==> src/rtl/cdb_broadcast_pkg.sv <==
// Shared types for the complete-stage broadcast bus: FU results, writeback lanes
// and the three-tag CDB packet consumed by the reservation stations.
package cdb_broadcast_pkg;

    localparam int PR        = 6;  // physical register tag width
    localparam int CDB_WIDTH = 3;  // broadcast lanes, one per tag field of cdb_t_t

    typedef logic [PR-1:0] pr_t;

    typedef struct packed {
        logic        valid;
        pr_t         dest_pr;
        logic [31:0] value;
    } fu_result_t;

    typedef struct packed {
        logic        valid;
        pr_t         dest_pr;
        logic [31:0] value;
    } wb_t;

    // Tag 0 on a field means that lane is idle.
    typedef struct packed {
        pr_t t0;
        pr_t t1;
        pr_t t2;
    } cdb_t_t;

endpackage

==> src/rtl/cdb_broadcast_if.sv <==
// FU-facing and RS-facing signals of the broadcast block. The slave modport is
// the broadcast block itself; the master modport is the FU/consumer side.
interface cdb_broadcast_if #(
    parameter int NUM_FU = 5
);
    import cdb_broadcast_pkg::*;

    fu_result_t [NUM_FU-1:0]    fu_result;
    logic       [NUM_FU-1:0]    fu_ready;
    cdb_t_t                     cdb_t;
    wb_t        [CDB_WIDTH-1:0] wb_out;

    modport master (output fu_result, input fu_ready, cdb_t, wb_out);
    modport slave  (input fu_result, output fu_ready, cdb_t, wb_out);

endinterface

==> src/rtl/cdb_broadcast_rr_pick3.sv <==
// Round-robin picker: starting at rr_ptr, grants the first three occupied slots
// in scan order. Returns one-hot grants per lane, lane-valid bits and the
// pointer value that follows the last granted slot.
module cdb_broadcast_rr_pick3
    import cdb_broadcast_pkg::*;
#(
    parameter int NUM_FU = 5
) (
    input  logic [NUM_FU-1:0]                 occupied,
    input  logic [$clog2(NUM_FU)-1:0]         rr_ptr,
    output logic [CDB_WIDTH-1:0][NUM_FU-1:0]  gnt,
    output logic [CDB_WIDTH-1:0]              gnt_vld,
    output logic [$clog2(NUM_FU)-1:0]         nxt_ptr
);

    localparam int PTR_W = $clog2(NUM_FU);

    logic [NUM_FU-1:0]                rot;
    logic [CDB_WIDTH-1:0][NUM_FU-1:0] g_rot;
    logic [2*NUM_FU-1:0]              ext;
    logic [1:0]                       cnt;
    int                               last_k;
    int                               sum;

    // Rotate so rr_ptr sits at bit 0, pick in order, then rotate grants back.
    always_comb begin
        rot     = NUM_FU'({occupied, occupied} >> rr_ptr);
        g_rot   = '0;
        gnt_vld = '0;
        gnt     = '0;
        ext     = '0;
        cnt     = 2'd0;
        last_k  = 0;
        for (int k = 0; k < NUM_FU; k++) begin
            if (rot[k] && cnt != 2'd3) begin
                g_rot[cnt][k] = 1'b1;
                gnt_vld[cnt]  = 1'b1;
                cnt           = cnt + 2'd1;
                last_k        = k;
            end
        end
        for (int l = 0; l < CDB_WIDTH; l++) begin
            ext    = {{NUM_FU{1'b0}}, g_rot[l]} << rr_ptr;
            gnt[l] = ext[NUM_FU-1:0] | ext[2*NUM_FU-1:NUM_FU];
        end
        sum = int'(rr_ptr) + last_k + 1;
        if (sum >= NUM_FU) sum = sum - NUM_FU;
        nxt_ptr = PTR_W'(sum);
    end

endmodule

==> src/rtl/cdb_broadcast.sv <==
// Complete-stage CDB producer: one holding slot per FU, up to three broadcasts
// per cycle in round-robin order, per-FU back-pressure. A slot being broadcast
// this cycle can take a new result at the same edge, so an FU can stream.
module cdb_broadcast
    import cdb_broadcast_pkg::*;
#(
    parameter int NUM_FU = 5
) (
    input  logic          clock,
    input  logic          reset,
    cdb_broadcast_if.slave bus
);

    localparam int PTR_W = $clog2(NUM_FU);

    logic [NUM_FU-1:0]                occ_q, occ_d;
    pr_t  [NUM_FU-1:0]                pr_q, pr_d;
    logic [NUM_FU-1:0][31:0]          val_q, val_d;
    logic [PTR_W-1:0]                 rr_ptr_q, rr_ptr_d;

    logic [CDB_WIDTH-1:0][NUM_FU-1:0] gnt;
    logic [CDB_WIDTH-1:0]             gnt_vld;
    logic [PTR_W-1:0]                 nxt_ptr;
    logic [NUM_FU-1:0]                granted;
    logic [NUM_FU-1:0]                fu_rdy;
    wb_t  [CDB_WIDTH-1:0]             wb_lane;

    cdb_broadcast_rr_pick3 #(.NUM_FU(NUM_FU)) u_pick (
        .occupied (occ_q),
        .rr_ptr   (rr_ptr_q),
        .gnt      (gnt),
        .gnt_vld  (gnt_vld),
        .nxt_ptr  (nxt_ptr)
    );

    // Slots released this cycle and the resulting back-pressure.
    always_comb begin
        granted = '0;
        for (int l = 0; l < CDB_WIDTH; l++) granted = granted | gnt[l];
        fu_rdy = reset ? '0 : (~occ_q | granted);
    end

    // Drive each lane from its granted slot; lanes are forced idle during reset.
    always_comb begin
        wb_lane = '0;
        for (int l = 0; l < CDB_WIDTH; l++) begin
            if (!reset && gnt_vld[l]) begin
                for (int i = 0; i < NUM_FU; i++) begin
                    if (gnt[l][i]) begin
                        wb_lane[l].valid   = 1'b1;
                        wb_lane[l].dest_pr = pr_q[i];
                        wb_lane[l].value   = val_q[i];
                    end
                end
            end
        end
    end

    assign bus.fu_ready = fu_rdy;
    assign bus.wb_out   = wb_lane;
    assign bus.cdb_t.t0 = wb_lane[0].dest_pr;
    assign bus.cdb_t.t1 = wb_lane[1].dest_pr;
    assign bus.cdb_t.t2 = wb_lane[2].dest_pr;

    // Release granted slots, capture accepted results (tag 0 is dropped), advance pointer.
    always_comb begin
        occ_d    = occ_q & ~granted;
        pr_d     = pr_q;
        val_d    = val_q;
        rr_ptr_d = gnt_vld[0] ? nxt_ptr : rr_ptr_q;
        for (int i = 0; i < NUM_FU; i++) begin
            if (bus.fu_result[i].valid && fu_rdy[i] && bus.fu_result[i].dest_pr != '0) begin
                occ_d[i] = 1'b1;
                pr_d[i]  = bus.fu_result[i].dest_pr;
                val_d[i] = bus.fu_result[i].value;
            end
        end
    end

    // Slot and pointer registers; reset empties every slot.
    always_ff @(posedge clock) begin
        if (reset) begin
            occ_q    <= '0;
            pr_q     <= '0;
            val_q    <= '0;
            rr_ptr_q <= '0;
        end else begin
            occ_q    <= occ_d;
            pr_q     <= pr_d;
            val_q    <= val_d;
            rr_ptr_q <= rr_ptr_d;
        end
    end

endmodule

==> src/flat_wrapper.sv <==
// flat-port wrapper written by rule: the top's interface ports become plain ports
module cdb_broadcast_flat import cdb_broadcast_pkg::*;
#(
    parameter int NUM_FU = 5
)
  (clock, reset, bus_fu_result, bus_fu_ready, bus_cdb_t, bus_wb_out);
  cdb_broadcast_if #(.NUM_FU(NUM_FU)) bus_i ();
  input  logic clock;
  input  logic reset;
  input wire logic [$bits(bus_i.fu_result)-1:0] bus_fu_result;
  output wire logic [$bits(bus_i.fu_ready)-1:0] bus_fu_ready;
  output wire logic [$bits(bus_i.cdb_t)-1:0] bus_cdb_t;
  output wire logic [$bits(bus_i.wb_out)-1:0] bus_wb_out;
  assign bus_i.fu_result = bus_fu_result;
  assign bus_fu_ready = bus_i.fu_ready;
  assign bus_cdb_t = bus_i.cdb_t;
  assign bus_wb_out = bus_i.wb_out;
  cdb_broadcast #(.NUM_FU(NUM_FU)) u_core (.clock(clock), .reset(reset), .bus(bus_i));
endmodule
==> config.mk <==
export PLATFORM = sky130hd
export DESIGN_NAME = cdb_broadcast_flat
export DESIGN_NICKNAME = d
export VERILOG_FILES = /design/src/rtl/cdb_broadcast_pkg.sv /design/src/rtl/cdb_broadcast_if.sv /design/src/rtl/cdb_broadcast_rr_pick3.sv /design/src/rtl/cdb_broadcast.sv /design/src/flat_wrapper.sv
export SDC_FILE = /design/constraint.sdc
export NUM_CORES = 1
export LEC_CHECK = 0
export BUFFER_PORTS_ARGS = -buffer_cell sky130_fd_sc_hd__buf_4
export CAP_MARGIN = 20
export CELL_PAD_IN_SITES_DETAIL_PLACEMENT = 1
export CELL_PAD_IN_SITES_GLOBAL_PLACEMENT = 1
export CORE_MARGIN = 3
export CORE_UTILIZATION = 42
export DETAILED_ROUTE_END_ITERATION = 8
export GPL_TIMING_DRIVEN = 0
export PLACE_DENSITY = 0.91
export SYNTH_ARGS = -nofsm -noshare
export SYNTH_HDL_FRONTEND = slang
export SYNTH_SLANG_ARGS = --single-unit
==> constraint.sdc <==
create_clock -name clock -period 12.32 [get_ports clock]
set_clock_uncertainty 0.15 [all_clocks]
set_input_delay 1.232 -clock clock [delete_from_list [all_inputs] [get_ports clock]]
set_output_delay 1.232 -clock clock [all_outputs]
set_load 0.005 [all_outputs]
==> metrics.cfg <==
[global_route]
grt_use_total_pct=41.62
grt_pass1_wl_mm=108.4
grt_pass1_vias=17710
grt_max_degree=20
grt_antenna_before_repair=0
grt-ovfl-total=0

[final_layout]
drive_gt1_share_pct=24.27
areaGrowthSynthToFinish_pct=27.38
fin_util_pct=55.25
final_nets=2297

[timing]
tns_ns=0
slew_headroom_pct=19.19
worstMarginPinSlew_ns=1.212
fin_crit_ns=10.44
final_hold_viol_count=0
finalSetupViolations=0
fmax_mhz=95.77
period_share_pct=84.75
grt_setup_unrepaired=no
maxSlewViolCount=0

[power_and_ir_drop]
seq_power_share_pct=15.3
p_sw_share_pct=55.77
p_per_area_nw_per_um2=307.6
p_clk_share_pct=12.6
irDropWorstVdd_mv=0.1786
switchingPower_uw=2944
p_leak_uw=0.006834
p_comb_share_pct=72.1
internal_power_uw=2335

[yosys]
ys_seq_area_share_pct=29.42
ys_types=84
synth_edf_count=0
synthTopCellsByArea=dfxtp_1, mux2i_1, nor2_1, nand2_1, a221oi_1
syn-instance-count=1728
synth.cell_area_um2=13480
yosys-top-cells-count=nor2_1, dfxtp_1, nand2_1
synth_most_common_cell=nor2_1
avgSynthCellArea_um2=7.798
synth.net_count=1941
ys_ff_latch=198
synth_area_leader_cell=dfxtp_1
synth.top_cell.area_share_pct=29.42
ys_async_sr_fraction_pct=0
yosys_most_used_dff=dfxtp_1
ys_warn_count=0

[die]
die_area_um2=34270
fp.coreArea_um2=31070
fp.dieW_um=185.1
start_util_pct=43.37
chipHeight_um=185.1
rows=64
ios=337

[clock_tree]
cts_hold_buf=0
cts_buffers=17
cts-resized-gates=0
clock_path_buffers=2
cts_root_buffer=clkbuf_16
clk_pin_slew_worst_paths_ns=0.08
cts_tree=yes
h-tree-depth=4
post_cts_buffers=0
clock-sinks=198
clock_latency_ns=0.47

[run_status]
outcome=finished, final reports clean

[detailed_routing]
wl_mm=74.04
drc=0
drtPass1Iterations=6
avgRoutedWirePerCell_um=29.69
viasPerCell=6.987
antenna_left=0
drt_iter0_drc=2588
vias=17430

[setup_path]
endpoint_kind=output port
cp_slowest_cell=o32ai_1
crit_type=reg -> out
cp-start-kind=flop
cpPeakStageDelay_ns=0.96
arrival_ns=9.06
crit_path_max_fanout=10
required_ns=10.94

[worst_hold_path]
hold_path.class=reg -> reg

[place]
place_congestion=1.005
portBuffers=336
place_hpwl_mm=54.82

[job]
drv_cap=0

[per-stage QoR]
stage                     power, uW  std cells  worst slack, ns  hold slack, ns  instance area, um^2
after floorplan                3021       1728            5.467          0.3132                13480
after detailed placement       4431       2460            2.833          0.3354                16490
after global routing           5473       2493            1.544          0.3821                17160
after CTS                      5110       2492            2.315          0.3523                17160
final                          5279       2494            1.879          0.3528                17170
after global placement         4356       2460            2.814          0.3232                16490
[final timing paths]
check | from | to | slack [ns] | cells after the start
hold reg to reg | u_core.val_q[76] | u_core.val_q[76] | 0.35 | 2
setup / recovery | u_core.rr_ptr_q[2] | bus_wb_out[76] | 1.88 | 28
setup reg to reg | u_core.rr_ptr_q[2] | u_core.rr_ptr_q[2] | 2.94 | 29
hold / removal | u_core.val_q[76] | u_core.val_q[76] | 0.35 | 2
[cells in the final DEF (no fill, tap or decap), types with 14 or more instances in the layout]
cell / synthesis / routed
buf_4: 33 / 370
nor2_1: 257 / 257
dfxtp_1: 198 / 198
nand2_1: 186 / 186
mux2i_1: 114 / 114
clkbuf_1: 109 / 109
a21oi_1: 104 / 104
o21ai_0: 91 / 91
a221oi_1: 68 / 68
nand3_1: 46 / 46
a221o_1: 42 / 42
buf_2: 41 / 41
a31oi_1: 41 / 41
o211ai_1: 40 / 40
o311a_1: 39 / 39
a22oi_1: 38 / 38
o32ai_1: 38 / 38
nor3_1: 27 / 27
nor3_2: 20 / 20
clkbuf_16: 0 / 17
ha_1: 14 / 14
[worst max-delay path: cells and delay by family, from the launching register on]
family                     cells  cell delay (ns)
DFF                            1             0.38
buffers and inverters         11             3.27
AOI/OAI and AO/OA              7             3.15
adders and majority gates      2             0.63
and+or+nand+nor                8             1.15
[flip-flops by register name, indices dropped and copies added (netlist names)]
signal,flops
u_core.val_q,160
u_core.pr_q,30
u_core.rr_ptr_q,3
u_core.occ_q,5
[power by group through the flow]
stage / registers (uW) / logic (uW) / clock network [uW]
finish: 809 / 3810 / 665
global route: 813 / 3980 / 678
CTS: 800 / 3650 / 656
detailed placement: 813 / 3620 / 0
global placement: 808 / 3550 / 0
floorplan: 781 / 2240 / 0
[area by class of cell]
type                       count  area, um^2
fill                        3917       13900
inverter                      16       60.06
buffer                       200       978.4
multi-input combinational   1314        8473
timing repair buffer         337        2530
antenna                        1       2.502
tap                          396       495.5
sequential                   198        3964
clock inverter                15       236.5
clock buffer                  17       425.4
[routing by layer]
layer | wire [um] | share of wire, % | up-vias | global-route usage (%)
met5 | 0 | 0 | - | 0
met3 | 8153 | 11 | 383 | 11.00
met1 | 26960 | 36 | 8449 | 49.91
met4 | 5013 | 6.8 | 0 | 25.06
met2 | 33920 | 46 | 1411 | 66.88
li1 | - | - | 7183 | -
[cell families (layout without fill, tap and decap cells)]
| family | Yosys count | after routing | synth area share, % |
|---|---|---|---|
| AOI/OAI and AO/OA | 584 | 584 | 32.74 |
| DFF | 198 | 198 | 29.42 |
| buffers and inverters | 216 | 585 | 7.707 |
| adders and majority gates | 16 | 16 | 1.597 |
| muxes | 120 | 120 | 8.997 |
| and+or+nand+nor | 591 | 591 | 19.35 |
| other | 0 | 1 | 0 |
| xor gates and xnor gates | 3 | 3 | 0.1950 |
Power figures use the tool's default switching activity.
